[config.mk]
export PLATFORM = sky130hd
export DESIGN_NAME = rgb_cmd_ctrl
export DESIGN_NICKNAME = d
export VERILOG_FILES = /design/src/rtl/rgb_cmd_ctrl.sv
export SDC_FILE = /design/constraint.sdc
export NUM_CORES = 1
export LEC_CHECK = 0
export CAP_MARGIN = 20
export CORE_MARGIN = 2
export CORE_UTILIZATION = 38
export DETAILED_ROUTE_END_ITERATION = 16
export PLACE_DENSITY = 0.68
export SLEW_MARGIN = 10
export SYNTH_ARGS = -nofsm -noshare
export SYNTH_HDL_FRONTEND = slang
export SYNTH_SLANG_ARGS = --single-unit
export TNS_END_PERCENT = 1
[constraint.sdc]
create_clock -name clk -period 3.3 [get_ports clk]
set_input_delay 0.825 -clock clk [delete_from_list [all_inputs] [get_ports clk]]
set_output_delay 0.825 -clock clk [all_outputs]
set_load 0.01 [all_outputs]
[src/rtl/rgb_cmd_ctrl.sv]
// Frame parser for SYNC/ADDR/DATA/CHK byte frames from the UART receiver.
// Checksum-verified frames update the RGB duty registers; bad or stalled frames are counted.
module rgb_cmd_ctrl #(
    parameter int unsigned CLK_HZ      = 100_000_000,
    parameter int unsigned TIMEOUT_CYC = CLK_HZ / 1000,
    parameter logic [7:0]  SYNC_BYTE   = 8'hA5,
    parameter logic [7:0]  DUTY_RST    = 8'h00
) (
    input  logic       clk,
    input  logic       rst_n,
    input  logic [7:0] command,
    input  logic       rx_valid,
    output logic [7:0] duty_r,
    output logic [7:0] duty_g,
    output logic [7:0] duty_b,
    output logic       cfg_update,
    output logic       frame_err,
    output logic [7:0] err_cnt
);
    localparam int TMO_W = $clog2(TIMEOUT_CYC + 1);

    typedef enum logic [1:0] {IDLE, S_ADDR, S_DATA, S_CHK} state_t;

    state_t           state, state_nxt;
    logic [1:0]       addr_q, addr_d;
    logic [7:0]       data_q, data_d;
    logic [TMO_W-1:0] tmo_cnt;
    logic             wr_en, err_d;

    always_ff @(posedge clk or negedge rst_n) begin
        if (!rst_n) begin
            state  <= IDLE;
            addr_q <= 2'd0;
            data_q <= 8'h00;
        end else begin
            state  <= state_nxt;
            addr_q <= addr_d;
            data_q <= data_d;
        end
    end

    // A received byte always takes priority over a timeout expiring on the same cycle.
    always_comb begin
        state_nxt = state;
        addr_d    = addr_q;
        data_d    = data_q;
        wr_en     = 1'b0;
        err_d     = 1'b0;
        if (rx_valid) begin
            case (state)
                IDLE: if (command == SYNC_BYTE) state_nxt = S_ADDR;
                S_ADDR: begin
                    if (command <= 8'h03) begin
                        addr_d    = command[1:0];
                        state_nxt = S_DATA;
                    end else if (command != SYNC_BYTE) begin
                        err_d     = 1'b1;
                        state_nxt = IDLE;
                    end
                end
                S_DATA: begin
                    data_d    = command;
                    state_nxt = S_CHK;
                end
                S_CHK: begin
                    if (command == ({6'd0, addr_q} ^ data_q)) wr_en = 1'b1;
                    else                                      err_d = 1'b1;
                    state_nxt = IDLE;
                end
                default: state_nxt = IDLE;
            endcase
        end else if (state != IDLE && tmo_cnt == TMO_W'(TIMEOUT_CYC)) begin
            err_d     = 1'b1;
            state_nxt = IDLE;
        end
    end

    always_ff @(posedge clk or negedge rst_n) begin
        if (!rst_n) begin
            tmo_cnt <= '0;
        end else if (rx_valid || state == IDLE || state_nxt == IDLE) begin
            tmo_cnt <= '0;
        end else begin
            tmo_cnt <= tmo_cnt + TMO_W'(1);
        end
    end

    always_ff @(posedge clk or negedge rst_n) begin
        if (!rst_n) begin
            duty_r     <= DUTY_RST;
            duty_g     <= DUTY_RST;
            duty_b     <= DUTY_RST;
            cfg_update <= 1'b0;
            frame_err  <= 1'b0;
            err_cnt    <= 8'h00;
        end else begin
            cfg_update <= wr_en;
            frame_err  <= err_d;
            if (wr_en) begin
                // addr 3 broadcasts to all channels
                if (addr_q == 2'd0 || addr_q == 2'd3) duty_r <= data_q;
                if (addr_q == 2'd1 || addr_q == 2'd3) duty_g <= data_q;
                if (addr_q == 2'd2 || addr_q == 2'd3) duty_b <= data_q;
            end
            if (err_d && err_cnt != 8'hFF) err_cnt <= err_cnt + 8'h01;
        end
    end
endmodule

Word level (Yosys, flattened, before mapping)
Cells that the tools add are included.
- bits in writable memories: 0
- memory bits (read-only): 0
- flip-flop bits (word level): 63
- latch bits: 0
- output and inout bits: 34
- input bits: 11
- memories kept: 0
- bitwise gates (word level): 1
- shift-type cells: 0
- equal/unequal tests: 11
- add/subtract/negate cells: 2
- magnitude comparators: 1
- multipliers: 0
- reductions and logical operators: 16
- mux-type cells: 16
- divide/modulo/power cells: 0
- operators by type and width (operator ; number):
    17-bit by 1-bit adder with 17-bit output (second input constant) ; 1
    17-bit == test (second input constant) ; 1
    17-bit 2-to-1 mux ; 1
    8-bit != test (second input constant) ; 2
    2-bit 2-to-1 mux ; 5
    8-bit by 1-bit adder with 8-bit output (second input constant) ; 1
    2-bit == test (second input constant) ; 4
    8-bit == test ; 1
    8-bit == test (second input constant) ; 1
    8-bit by 2-bit <= comparator with 1-bit output (second input constant) ; 1
    1-bit 2-to-1 mux ; 8
    2-bit case mux with 4 select lines ; 1
    2-bit AND reduction ; 4
    2-bit by 8-bit XOR with 8-bit output ; 1
    2-bit logical NOT ; 3
    1-bit logical OR ; 5
    2-bit by 1-bit == test with 1-bit output (second input constant) ; 2
    3-bit AND reduction ; 1
    1-bit logical AND ; 2
    1-bit case mux with 2 select lines ; 1
    2-bit nonzero test ; 1

Longest topological paths before layout
Gate-level depths: netlist of the first run.
- word-level depth: 8
- mapped depth: 9
- mapped depth without buffers: 8

Least setup slack after synthesis of the first run
Ideal clock, no wire load.
- kind: input to register
- start: input port command[3]
- end: register err_cnt[1]
- stages on the path: 5
- data required time: 3.172 ns
- path slack: 0.832 ns
- arrival time: 2.341 ns
- path through: or3_4 > o41ai_4 > nor3_2 > o31ai_4 > mux2_1
- word-level cells in the longest chain between the ends: 6
- elaborated cells on any way between the ends: 9
- those cells by class: order compare: 1; eq/ne: 2; mux: 5; reduce/logical: 1
- RTL lines (what ; RTL line ; source):
    start: declaration ; 11 ; input logic [7:0] command,
    parallel branches: the longest is 3 deep, another holds 8-bit by 2-bit <= comparator with 1-bit output ; - ;
    1-bit case mux with 2 select lines * ; 50 ; case (state)
    1-bit 2-to-1 mux * ; 49 ; if (rx_valid) begin
    1-bit logical AND * ; 105 ; if (err_d && err_cnt != 8'hFF) err_cnt <= err_cnt + 8'h01;
    end signal: assignment ; 105 ;
    end: declaration ; 18 ; output logic [7:0] err_cnt
Every way passes the cells marked *.
A chain may end at the register's enable or synchronous reset.

Worst setup path in the final report of the first run
- start: input port command[0]
- end: register duty_b[0]
- word-level cells in the longest chain between the ends: 5
- RTL lines (what ; RTL line ; source):
    8-bit == test ; 66 ; if (command == ({6'd0, addr_q} ^ data_q)) wr_en = 1'b1;
    1-bit 2-to-1 mux ; 66 ;
    1-bit 2-to-1 mux ; 50 ;
    1-bit 2-to-1 mux ; 49 ;
    2-bit AND reduction (no source line) ; - ;
    end signal: assignment ; 103 ; if (addr_q == 2'd2 || addr_q == 2'd3) duty_b <= data_q;
    end: declaration ; 15 ; output logic [7:0] duty_b,
Every way passes these cells.

==> metrics, run 1 <==
status finished, final reports clean; gpl congestion 0.756; final net count 309; global-route wire length before repair 9.37 mm; max cap viols 0; final clock period utilization by the worst path 85.2%; Mapped Avg Cell Area 12.6 um2; Setup TNS 0 ps; Starting Density 38.8%; most frequent cells in the layout dfrtp_1, clkdlybuf4s50_1, nor2_1; CP arrival 3030 ps; Tot Pwr 0.00152 W; final slew viol count 0; crit end category flop; Synth Instances 235; CP Launch Type primary input; RSZ-0062 raised after global routing false; Rows 32; # IOs 45; Clock Path Buffers 2; CTS clk-pin slew, worst paths 70 ps; hold_buf cts 0; Placed Area 0.00353 mm2; initial antenna violation count 0; register area share after synthesis 53.4%; I/O Buffers 44; via count 1888; share of layout cells above drive strength 1 16.5%; Clock Latency Late Sink 340 ps; Design Area, Final 0.00375 mm2; fillcell total 708; Final Util 49.3%; Antenna Nets Post-Route 0; Cells after DPL 382; Overall Global Routing Usage 14.2%; drt first-iter violations 68; largest net degree at the start of global routing 47; die area 0.00849 mm2; CP max stage delay 530 ps; Netlist Area Pre-Place 0.00295 mm2; count of cell types in the netlist 39; Setup CP Type in2reg; post-route insts no fill 399; Slew @ Worst Pin 474 ps; Die W 92.1 um; Slowest cell on crit path clkdlybuf4s50_1; Final setup viols 0; Core Area 0.00761 mm2; drt wl/cell 13.4 um; final worst clock skew 10.1 ps; via-per-instance ratio 4.73; minimum clock period 2810 ps; Yosys warnings 0; Pleak 1.75 nW; drc violations 0; Synth Flop Type dfrtp_1; Synth-to-Final Area Change 27.1%; Critical path origin command[0]; Critical Path Fanout Max 8; Slew HR 68.4%; most common cell after layout, fill and taps aside dfrtp_1; CTS H-tree lvls 3; Req. time, crit path 3520 ps; pwr/cell area 406 mW/mm2; Final Hold Vio Count 0; Worst VDD drop 0.230 mV; number of antenna diodes 0; Post-CTS Setup Bufs 0; TritonCTS Sinks 63; flops & latches, synth 63; Peak Freq 356 MHz; crit path cell chain clkdlybuf4s50_1 > xor3_1 > nor4_4 > nand3b_2 > nor2_4 > mux2_1; HPWL Detailed 3.92 mm; reg2reg start addr_q[1]; cts bufs inserted 9; Post-CTS Resized 0; first-pass iteration count of the detailed router 4; number of flops mapped to enable cells by yosys 0; CTS root buffer clkbuf_8; TritonCTS clock tree yes; drt total wl 5.36 mm; vias in the first global route 1955; die height 92.1 um; Hold Crit Class in2async; GRT overflow 0; Post-synth ARST share 100%; syn_nets 252
==> cell type report <==
type | count | area (um2) | area share, %
Clock buffer | 9 | 124 | 3.30
Tap cell | 102 | 128 | 3.40
Timing Repair Buffer | 49 | 485 | 12.9
Sequential cell | 63 | 1580 | 42.0
Inverter | 9 | 33.8 | 0.901
Multi-Input combinational cell | 160 | 1330 | 35.4
Clock inverter | 7 | 73.8 | 1.97
==> synthesized netlist by cell type (2+ instances only) <==
cell type  count  area [um2]
and3_1         5        31.3
xor2_1        20         175
mux2_2        10         113
nor3_2         3        30.0
dfrtp_1       63        1580
mux2_1        25         282
nor4b_1        3        26.3
nand4_1        2        12.5
xnor2_1        7        61.3
o21ai_1        2        10.0
clkbuf_1       3        11.3
inv_1          8        30.0
nor2_4         2        22.5
nand3_1       12        60.1
nor3_1         2        10.0
nor2_1        27         101
ha_1           6        75.1
o21ai_0        2        10.0
nand2_1       13        48.8
==> where the power goes <==
group	total [W]	internal (W)	switching (W)
sequential	0.000789	0.000779	0.00000968
clock	0.000656	0.000349	0.000307
combinational	0.0000762	0.0000374	0.0000388
total	0.00152	0.00117	0.000355
==> layer usage <==
| metal | vias to the layer above | GRT usage, % | part of all wire (%) |
|---|---|---|---|
| met2 | 28 | 21.2 | 47 |
| li1 | 924 | - | - |
| met1 | 929 | 19.2 | 48 |
| met3 | 7 | 4.03 | 3.9 |
| met5 | - | 0 | 0 |
| met4 | 0 | 6.34 | 1.5 |
==> logic make-up (layout without fill, tap and decap cells) <==
logic type,Yosys count,after routing,synth area share [%]
xor gates and xnor gates,29,29,9.67
adders and majority gates,6,6,2.54
and+or+nand+nor,81,81,16.0
buffers and inverters,12,74,1.53
AOI/OAI and AO/OA,8,8,2.97
DFF,63,63,53.4
muxes,36,36,13.9
==> sequential cells by signal, indices dropped and copies added, names as in the netlist <==
register    count
duty_r          8
state           2
data_q          8
err_cnt         8
duty_b          8
frame_err       1
duty_g          8
tmo_cnt        17
addr_q          2
cfg_update      1
==> final timing paths <==
check | to | slack, ps | cells past startpoint
min reg2reg | duty_b[0] | 490 | 1
min in group clk | duty_b[0] | 490 | 1
min | duty_r[0] | 440 | 1
max | duty_b[0] | 490 | 6
max in group asynchronous | state[1] | 2320 | 2
max reg2reg | duty_b[0] | 1100 | 5
==> critical path, delay by kind of cell <==
family | cells | cell delay [ps]
xor gates and xnor gates | 1 | 470
and+or+nand+nor | 3 | 840
buffers and inverters | 1 | 530
muxes | 1 | 360
==> per-stage QoR <==
step                      hold WS (ps)  setup slack [ps]
after floorplan                    475               832
after global placement             477               191
after detailed placement           476               159
after CTS                          492               514
after global routing               450               384
final                              440               489
No activity file was read; power rests on OpenSTA's default activity.
==> run 2: changes to the inputs <==
==> constraint.sdc (replaced) <==
create_clock -name clk -period 3.4 [get_ports clk]
set_input_delay 0.85 -clock clk [delete_from_list [all_inputs] [get_ports clk]]
set_output_delay 0.85 -clock clk [all_outputs]
set_load 0.01 [all_outputs]
==> results of run 2 <==
The final DEF is identical to that of run 1. Status: finished, final reports clean.
Main changes from that run: setup slack after placement 159 ps -> 234 ps; setup slack after layout 489 ps -> 564 ps; hold slack 440 ps -> 465 ps; register-to-register setup slack 1100 ps -> 1200 ps; total power 0.00152 W -> 0.00148 W; worst IR drop on VDD 0.230 mV -> 0.223 mV
==> run 3: changes to the inputs <==
--- a/config.mk
+++ b/config.mk
@@ -9,7 +9,7 @@
 export CORE_MARGIN = 2
 export CORE_UTILIZATION = 38
 export DETAILED_ROUTE_END_ITERATION = 16
-export PLACE_DENSITY = 0.68
+export PLACE_DENSITY = 0.7
 export SLEW_MARGIN = 10
 export SYNTH_ARGS = -nofsm -noshare
 export SYNTH_HDL_FRONTEND = slang
==> constraint.sdc (replaced) <==
create_clock -name clk -period 2.46 [get_ports clk]
set_input_delay 0.615 -clock clk [delete_from_list [all_inputs] [get_ports clk]]
set_output_delay 0.615 -clock clk [all_outputs]
set_load 0.01 [all_outputs]
==> metrics, run 3 (synthesis gave the netlist of run 1 again) <==
die height 92.1 um; max reg flops 17; CP Depth 6; most frequent cells in the layout dfrtp_1, clkdlybuf4s50_1, nor2_1; status finished, final reports clean; most common cell after layout, fill and taps aside dfrtp_1; Critical Path Fanout Max 2; drt wl/cell 13.1 um; largest net degree at the start of global routing 40; Peak Freq 418 MHz; r2r setup slk 240 ps; hold_buf cts 0; Synth-to-Final Area Change 30.6%; Setup CP Type in2reg; minimum clock period 2390 ps; HPWL Detailed 3.93 mm; final slew viol count 0; Hold Slack 275 ps; final clock period utilization by the worst path 97.2%; pwr/cell area 533 mW/mm2; TritonCTS clock tree yes; Starting Density 38.8%; Reg2Reg Depth 6; Tot Pwr 0.00205 W; I/O Buffers 44; CP endpoint err_cnt[1]; global-route wire length before repair 9.18 mm; initial antenna violation count 0; CP arrival 2600 ps; Critical path buffers and inverters 1; CP max stage delay 430 ps; Final Hold Vio Count 0; TritonCTS Sinks 63; final setup margin 68.1 ps; crit end category flop; fillcell total 671; GRT overflow 0; vias in the first global route 1963; max cap viols 0; Rows 32; Core Area 0.00761 mm2; cts bufs inserted 9; Hold Crit Class in2async; via-per-instance ratio 4.74; CTS H-tree lvls 3; Clock Latency Late Sink 330 ps; Antenna Nets Post-Route 0; reg2reg start data_q[0]; # IOs 45; Die W 92.1 um; delay-heaviest family, CP compound AO/OA/AOI/OAI gates; CP Launch Type primary input; Slew HR 62.1%; final worst clock skew 6.24 ps; drt first-iter violations 130; worst slack, placed -448 ps; drc violations 0; Critical path origin command[3]; r2r endpoint err_cnt[6]; share of layout cells above drive strength 1 19.0%; CTS clk-pin slew, worst paths 60 ps; number of antenna diodes 0; crit path cell chain clkdlybuf4s50_1 > or3_4 > o41ai_4 > nor3_2 > o31ai_4 > mux2_1; RSZ-0062 raised after global routing false; Slew @ Worst Pin 569 ps; CTS root buffer clkbuf_8; Most flops, register tmo_cnt; gpl congestion 0.775; Overall Global Routing Usage 13.9%; Slowest cell on crit path clkdlybuf4s50_1; Final setup viols 0; Clock Path Buffers 2; Pleak 1.81 nW; die area 0.00849 mm2; first-pass iteration count of the detailed router 4; drt total wl 5.36 mm; via count 1932; Worst VDD drop 0.277 mV; Req. time, crit path 2670 ps; final net count 319
==> run 3: stage by stage <==
step | util, % | cell area (um2) | TNS [ps] | cells
after CTS | 50.6 | 3850 | 0 | 408
after global placement | 47.6 | 3620 | -10500 | 392
final | 50.6 | 3850 | 0 | 408
after global routing | 50.6 | 3850 | 0 | 408
after floorplan | - | 2950 | 0 | 235
after detailed placement | 47.6 | 3620 | -11650 | 392
==> run 3: worst min-delay path by stage <==
| stage | to | depth (start not counted) |
|---|---|---|
| after floorplan | addr_q[0] | 0 |
| after global placement | duty_r[1] | 1 |
| after detailed placement | duty_b[1] | 1 |
| after CTS | duty_r[0] | 1 |
| after global routing | cfg_update | 1 |
| final | duty_r[0] | 1 |
==> run 3: where the power goes <==
group | internal [W] | switching, W | leakage (nW) | total (W)
clock | 0.000516 | 0.000369 | 0.0985 | 0.000886
combinational | 0.0000543 | 0.0000539 | 0.836 | 0.000108
sequential | 0.00105 | 0.0000131 | 0.874 | 0.00106
total | 0.00162 | 0.000436 | 1.81 | 0.00205
==> run 3: layout make-up <==
class                           count  area (um2)  share of cell area (%)
Timing Repair Buffer               59         573                    14.9
Sequential cell                    63        1580                    40.9
Multi-Input combinational cell    160        1340                    34.9
Clock buffer                       12         155                    4.03
Inverter                            9        33.8                   0.877
Tap cell                          102         128                    3.31
Clock inverter                      3        42.5                    1.10
==> run 3: repair_timing <==
| action | in CTS | in global routing |
|---|---|---|
| setup buffers | 1 | 0 |
| setup endpoints to repair | 17 | 6 |
| gates resized for setup | 1 | 1 |
| pin swaps | 5 | 4 |
==> run 3: layer usage <==
| metal | up-vias | GRT usage, % | share of wire [%] |
|---|---|---|---|
| met5 | - | 0 | 0 |
| met4 | 0 | 4.85 | 1.3 |
| met3 | 6 | 3.86 | 3.0 |
| met2 | 26 | 21.9 | 47 |
| met1 | 961 | 18.5 | 48 |
| li1 | 939 | - | - |
